**src/rtl/requant_pkg.sv**
```systemverilog
// Shared types and constants for the requantize / ReLU / INT8 saturation stage.
package requant_pkg;

  typedef struct packed {
    logic signed [31:0] bias;
    logic        [15:0] mult;
    logic        [4:0]  shift;
  } ch_param_t;

  // Identity entry: result is the accumulator itself, then clamped to INT8.
  localparam ch_param_t CH_PARAM_RESET = '{bias: 32'sd0, mult: 16'd1, shift: 5'd0};

  localparam logic signed [7:0] INT8_MAX = 8'sh7F;
  localparam logic signed [7:0] INT8_MIN = 8'sh80;

  typedef logic signed [49:0] prod_t;

endpackage

```
**src/rtl/requant_param_table.sv**
```systemverilog
// Per-channel requant parameter table: synchronous write, combinational read.
// Out-of-range writes are dropped; out-of-range reads return the reset entry.
module requant_param_table
  import requant_pkg::*;
#(
  parameter int NUM_CH = 32,
  parameter int CH_W   = 5
) (
  input  logic            clk,
  input  logic            rst_n,
  input  logic            i_we,
  input  logic [CH_W-1:0] i_wr_addr,
  input  ch_param_t       i_wr_dat,
  input  logic [CH_W-1:0] i_rd_addr,
  output ch_param_t       o_rd_dat
);

  localparam int AW = (NUM_CH > 1) ? $clog2(NUM_CH) : 1;

  ch_param_t r_tab [NUM_CH];
  logic      w_wr_ok;
  logic      w_rd_ok;

  assign w_wr_ok = ({1'b0, i_wr_addr} < (CH_W+1)'(NUM_CH));
  assign w_rd_ok = ({1'b0, i_rd_addr} < (CH_W+1)'(NUM_CH));

  always_ff @(posedge clk or negedge rst_n) begin
    if (!rst_n) begin
      r_tab <= '{default: CH_PARAM_RESET};
    end else if (i_we && w_wr_ok) begin
      r_tab[AW'(i_wr_addr)] <= i_wr_dat;
    end
  end

  assign o_rd_dat = w_rd_ok ? r_tab[AW'(i_rd_addr)] : CH_PARAM_RESET;

endmodule

```
**src/rtl/requant_relu.sv**
```systemverilog
// Bias add, scale multiply, rounding shift, optional ReLU, INT8 clamp; 3-cycle latency, 1 beat/cycle.
// Any held output stalls the whole pipe (in_ready = !stall). REQUANT_SAT_STATS_EN builds the saturation counter.
module requant_relu
  import requant_pkg::*;
#(
  parameter int NUM_CH = 32,
  parameter int CH_W   = 5
) (
  input  logic               clk,
  input  logic               rst_n,
  input  logic               in_valid,
  output logic               in_ready,
  input  logic signed [31:0] in_acc,
  input  logic [CH_W-1:0]    in_ch,
  input  logic               in_last,
  input  logic               relu_en,
  input  logic               cfg_we,
  input  logic [CH_W-1:0]    cfg_addr,
  input  logic signed [31:0] cfg_bias,
  input  logic [15:0]        cfg_mult,
  input  logic [4:0]         cfg_shift,
  output logic               out_valid,
  input  logic               out_ready,
  output logic signed [7:0]  out_data,
  output logic               out_last,
  output logic [15:0]        sat_count
);

  ch_param_t w_cfg;
  ch_param_t w_prm;
  logic      w_stall;

  assign w_cfg    = '{bias: cfg_bias, mult: cfg_mult, shift: cfg_shift};
  assign w_stall  = out_valid && !out_ready;
  assign in_ready = !w_stall;

  requant_param_table #(.NUM_CH(NUM_CH), .CH_W(CH_W)) u_param_table (
    .clk       (clk),
    .rst_n     (rst_n),
    .i_we      (cfg_we),
    .i_wr_addr (cfg_addr),
    .i_wr_dat  (w_cfg),
    .i_rd_addr (in_ch),
    .o_rd_dat  (w_prm)
  );

  // S1: bias add at full 33-bit width so it can never wrap.
  logic signed [32:0] w_sum;
  assign w_sum = {in_acc[31], in_acc} + {w_prm.bias[31], w_prm.bias};

  logic               r_v1, r_last1, r_relu1;
  logic signed [32:0] r_sum1;
  logic [15:0]        r_mult1;
  logic [4:0]         r_shift1;

  always_ff @(posedge clk or negedge rst_n) begin
    if (!rst_n) begin
      r_v1     <= 1'b0;
      r_last1  <= 1'b0;
      r_relu1  <= 1'b0;
      r_sum1   <= '0;
      r_mult1  <= '0;
      r_shift1 <= '0;
    end else if (!w_stall) begin
      r_v1 <= in_valid;
      if (in_valid) begin
        r_last1  <= in_last;
        r_relu1  <= relu_en;
        r_sum1   <= w_sum;
        r_mult1  <= w_prm.mult;
        r_shift1 <= w_prm.shift;
      end
    end
  end

  // S2: signed 33 x unsigned 16 multiply.
  logic        r_v2, r_last2, r_relu2;
  prod_t       r_prod2;
  logic [4:0]  r_shift2;

  always_ff @(posedge clk or negedge rst_n) begin
    if (!rst_n) begin
      r_v2     <= 1'b0;
      r_last2  <= 1'b0;
      r_relu2  <= 1'b0;
      r_prod2  <= '0;
      r_shift2 <= '0;
    end else if (!w_stall) begin
      r_v2 <= r_v1;
      if (r_v1) begin
        r_last2  <= r_last1;
        r_relu2  <= r_relu1;
        r_prod2  <= prod_t'(r_sum1) * prod_t'($signed({1'b0, r_mult1}));
        r_shift2 <= r_shift1;
      end
    end
  end

  // S3: round half toward +inf, ReLU, clamp.
  prod_t            w_rnd;
  prod_t            w_shr;
  prod_t            w_r;
  logic             w_hi, w_lo;
  logic signed [7:0] w_q;

  always_comb begin
    w_rnd = '0;
    if (r_shift2 != 5'd0) w_rnd = 50'sd1 <<< (r_shift2 - 5'd1);
    w_shr = (r_prod2 + w_rnd) >>> r_shift2;
    w_r   = (r_relu2 && w_shr[49]) ? '0 : w_shr;
    w_hi  = (w_r > prod_t'(INT8_MAX));
    w_lo  = (w_r < prod_t'(INT8_MIN));
    w_q   = w_hi ? INT8_MAX : (w_lo ? INT8_MIN : w_r[7:0]);
  end

  always_ff @(posedge clk or negedge rst_n) begin
    if (!rst_n) begin
      out_valid <= 1'b0;
      out_data  <= '0;
      out_last  <= 1'b0;
    end else if (!w_stall) begin
      out_valid <= r_v2;
      if (r_v2) begin
        out_data <= w_q;
        out_last <= r_last2;
      end
    end
  end

`ifdef REQUANT_SAT_STATS_EN
  logic [15:0] r_sat_cnt;

  always_ff @(posedge clk or negedge rst_n) begin
    if (!rst_n) begin
      r_sat_cnt <= '0;
    end else if (!w_stall && r_v2 && (w_hi || w_lo) && (r_sat_cnt != 16'hFFFF)) begin
      r_sat_cnt <= r_sat_cnt + 16'd1;
    end
  end

  assign sat_count = r_sat_cnt;
`else
  assign sat_count = '0;
`endif

endmodule

```
**config.mk**
```make
export PLATFORM = sky130hd
export DESIGN_NAME = requant_relu
export DESIGN_NICKNAME = d
export VERILOG_FILES = /design/src/rtl/requant_pkg.sv /design/src/rtl/requant_param_table.sv /design/src/rtl/requant_relu.sv
export SDC_FILE = /design/constraint.sdc
export NUM_CORES = 2
export LEC_CHECK = 0
export BUFFER_PORTS_ARGS = -buffer_cell sky130_fd_sc_hd__buf_2
export CAP_MARGIN = 5
export CORE_MARGIN = 1
export CORE_UTILIZATION = 30
export DETAILED_ROUTE_END_ITERATION = 7
export PLACE_DENSITY = 0.49
export SYNTH_ARGS = -nofsm -noshare
export SYNTH_HDL_FRONTEND = slang
export SYNTH_SLANG_ARGS = --single-unit
```
**constraint.sdc**
```tcl
create_clock -name clk -period 6.55 [get_ports clk]
set_input_delay 1.965 -clock clk [delete_from_list [all_inputs] [get_ports clk]]
set_output_delay 1.965 -clock clk [all_outputs]
set_load 0.02 [all_outputs]
```
==> metrics.yaml <==
setup.worst_path.end: "r_prod2[45]"
drt_pre_antenna_iters: 7
synth-edff-count: 0
tightestPinTransition_ps: 1250
route.vias.total: 67278
relSlewSlack_pct: 16.01
synth_area_um2: 106700
dpl.hpwl_um: 215900
max_stage_delay_ps: 560
setup-violations-final: 12
vias_in_the_first_global_route: 72775
postSynthCellCount: 8109
failed_checks: "setup timing"
cpMostUsedCell: "sky130_fd_sc_hd__fa_1"
ys_types: 97
cts_hold_buffers: 0
ctsLongestPathBuffers: 4
finalHoldViolations: 0
io_pins: 129
largest_net_degree_at_the_start_of_global_routing: 153
postRouteAntennaNets: 0
synth_seq_cells: 1821
critPathSlowestCell: "sky130_fd_sc_hd__fa_1"
timing.hold.worst.class: "reg -> reg"
async_set_or_reset_register_ratio_after_synthesis_pct: 100.0
timing.final.max_slew_violations: 0
critical_path_arrival_ps: 7680
status: "complete, but fails checks"
fin_util_pct: 34.95
std_cell_rows: 218
dominantRegCellSynth: "sky130_fd_sc_hd__dfrtp_1"
r2r_slack_ps: -430
startpoint: "r_mult1[2]"
totalWireLength_um: 326000
setup_repair_after_global_routing_missed_its_margin: "yes"
avgViaCountPerCell: 5.080
clock_sinks: 1821
cellPowerDensity_nw_per_um2: 613.5
achievable-frequency_mhz: 143.2
first_pass_grt_wire_length_um: 491400
capture_point_of_the_worst_reg_to_reg_path: "r_prod2[45]"
core-area_um2: 353200
post_route_cells_drive_above_1_share_pct: 41.29
grt.overflow.total: 0
fp.dieW_um: 598.5
port_buffers: 112
yosys.area.top_type_share_pct: 41.94
combined_global_route_utilization_of_all_metal_layers_pct: 18.26
detail_route.wl_per_cell_um: 24.61
num-nets-final: 9143
clkTransAtPathRegs_ps: 60
totalNegativeSetupSlack_ps: -3448
worst_r2r_startpoint: "r_mult1[2]"
final.setup_skew_ps: 94.36
post-route-worst-setup-slack_ps: -431.1
ir_worst_vdd_uv: 1756
yosysWarnings: 0
cts_root_buffer: "sky130_fd_sc_hd__clkbuf_16"
layout-area-overhead-vs-synth_pct: 15.66
worstRegToRegCells: 28
max_cap_violations: 0
grt_antenna_before_repair: 39
die_h_um: 598.5
post_synth_main_area_contributors: "sky130_fd_sc_hd__dfrtp_1, sky130_fd_sc_hd__mux2_2, sky130_fd_sc_hd__mux4_2, sky130_fd_sc_hd__fa_1, sky130_fd_sc_hd__ha_1"
cts_tree: "done"
synth_top_area_cell: "sky130_fd_sc_hd__dfrtp_1"
synth_seq_area_share_pct: 42.73
power_leakage_nw: 54.89
criticalPathCategory: "reg -> reg"
timing.critical_path.required_ps: 7250
fin_crit_sh_pct: 106.6
clock_insertion_delay_worst_skew_ps: 910
syn_avg_cell_area_um2: 13.16
layout_min_cycle_time_ps: 6981
timing.critical_path.fanout_max: 7
dieArea_um2: 358200
tritoncts.num_buffers: 207
start_util_pct: 30.22
number_of_h_tree_levels: 4
gp_routability_congestion: 0.8496
dr.first_iter.drc_count: 3901
drc: 0
critPathCaptureType: "flop"
critPathLaunchType: "flop"
## metrics by stage
stage | power [mW] | setup slack [ps] | std cells | hold slack, ps | area [um2]
5_1_grt | 82.85 | -720.9 | 13242 | 502.0 | 123500
3_3_place_gp | 61.39 | -802.7 | 12839 | 458.7 | 115800
2_1_floorplan | 45.96 | -0.4552 | 8125 | 433.1 | 107100
3_5_place_dp | 61.91 | -684.0 | 12839 | 455.9 | 115800
4_1_cts | 75.72 | -412.9 | 13222 | 469.4 | 123100
6_report | 75.75 | -431.1 | 13245 | 462.2 | 123500
## what timing repair did
item | in CTS | in global routing
endpoints found under the setup margin | 22 | 31
gates resized for setup | 66 | 52
setup buffers | 20 | 16
pin swaps | 39 | 37
gates cloned | 0 | 1
## final cells by class
class / instances / area (um2)
sequential: 1821 / 45620
timing repair buffer: 687 / 5703
fill: 34258 / 229800
antenna: 6 / 15.01
clock buffer: 315 / 6230
clock inverter: 50 / 658.1
multi-input combinational: 5060 / 57150
inverter: 576 / 2162
tap: 4730 / 5918
## state kept, by name, indices dropped and copies added (netlist names)
name                 flops
out_data                 8
out_last                 1
out_valid                1
r_last1                  1
r_last2                  1
r_mult1                 16
r_prod2                 50
r_relu1                  1
r_relu2                  1
r_shift1                 5
r_shift2                 5
r_sum1                  33
r_v1                     1
r_v2                     1
u_param_table.r_tab   1696
## how the worst min path moves through the flow
stage | startpoint | end | slack, ps | depth (start not counted)
after floorplan | r_last2 | out_last | 430 | 2
after global placement | r_last2 | out_last | 460 | 2
after detailed placement | r_last2 | out_last | 460 | 2
after CTS | r_last2 | out_last | 470 | 2
after global routing | out_data[7] | out_data[7] | 500 | 1
final | r_last2 | out_last | 460 | 2
## synthesized netlist by cell type, drive strengths merged, types with 34 or more instances
| cell | count |
|---|---|
| dfrtp | 1789 |
| buf | 89 |
| inv | 574 |
| fa | 505 |
| xnor2 | 63 |
| and2 | 215 |
| a21oi | 136 |
| ha | 183 |
| xor2 | 49 |
| mux4 | 549 |
| nor2 | 153 |
| nand3 | 43 |
| clkbuf | 580 |
| mux2i | 77 |
| nor3 | 47 |
| mux2 | 1764 |
| o21ai | 181 |
| a21o | 52 |
| nand2 | 590 |
| a211oi | 34 |
## cells in the final DEF, fill, tap and decap left out, drive strengths merged, types with 22 or more instances in the layout
master,synthesis,routed
nand2,590,590
nand2b,22,22
a21oi,136,136
xor2,49,49
and3,28,28
o21ai,181,181
a211oi,34,34
nand3,43,43
mux4,549,549
mux2i,77,77
xnor2,63,63
a31oi,25,25
ha,183,183
nor3,47,47
dfstp,32,32
nand4,27,27
clkbuf,580,315
nor2,153,153
o211ai,26,27
inv,574,580
dfrtp,1789,1789
a21o,52,52
buf,89,687
mux2,1764,1764
fa,505,505
clkinv,2,34
and2,215,215
## layer usage
layer	up-vias	GRT usage (%)	wire, um
met1	36467	24.21	142600
met2	1311	31.53	162800
met3	446	2.446	13100
met4	26	4.291	7413
li1	29028	-	-
met5	-	0	147
## power breakdown
group	internal [mW]	switching, mW
combinational	23.7	24.8
clock	6.90	4.89
sequential	13.8	1.58
total	44.4	31.3
## worst max-delay path: cells and delay by family (launching register included)
kind | cells | cell delay, ps
simple gates | 4 | 360
buf+inv | 7 | 700
fa+ha+maj | 7 | 3340
compound gates | 10 | 1980
flops | 1 | 390
## kinds of logic (layout without fill, tap and decap cells)
family / count (synthesis) / count (layout) / synth area share [%]
DFF: 1821 / 1821 / 42.73
muxes: 2390 / 2390 / 30.92
buffers and inverters: 1245 / 1628 / 4.458
adders and majority gates: 688 / 688 / 11.62
xor gates and xnor gates: 112 / 112 / 0.9260
AOI/OAI and AO/OA: 638 / 639 / 3.990
and+or+nand+nor: 1214 / 1214 / 5.363
other: 1 / 23 / 0.003513
No activity file was read; power rests on OpenSTA's default activity.
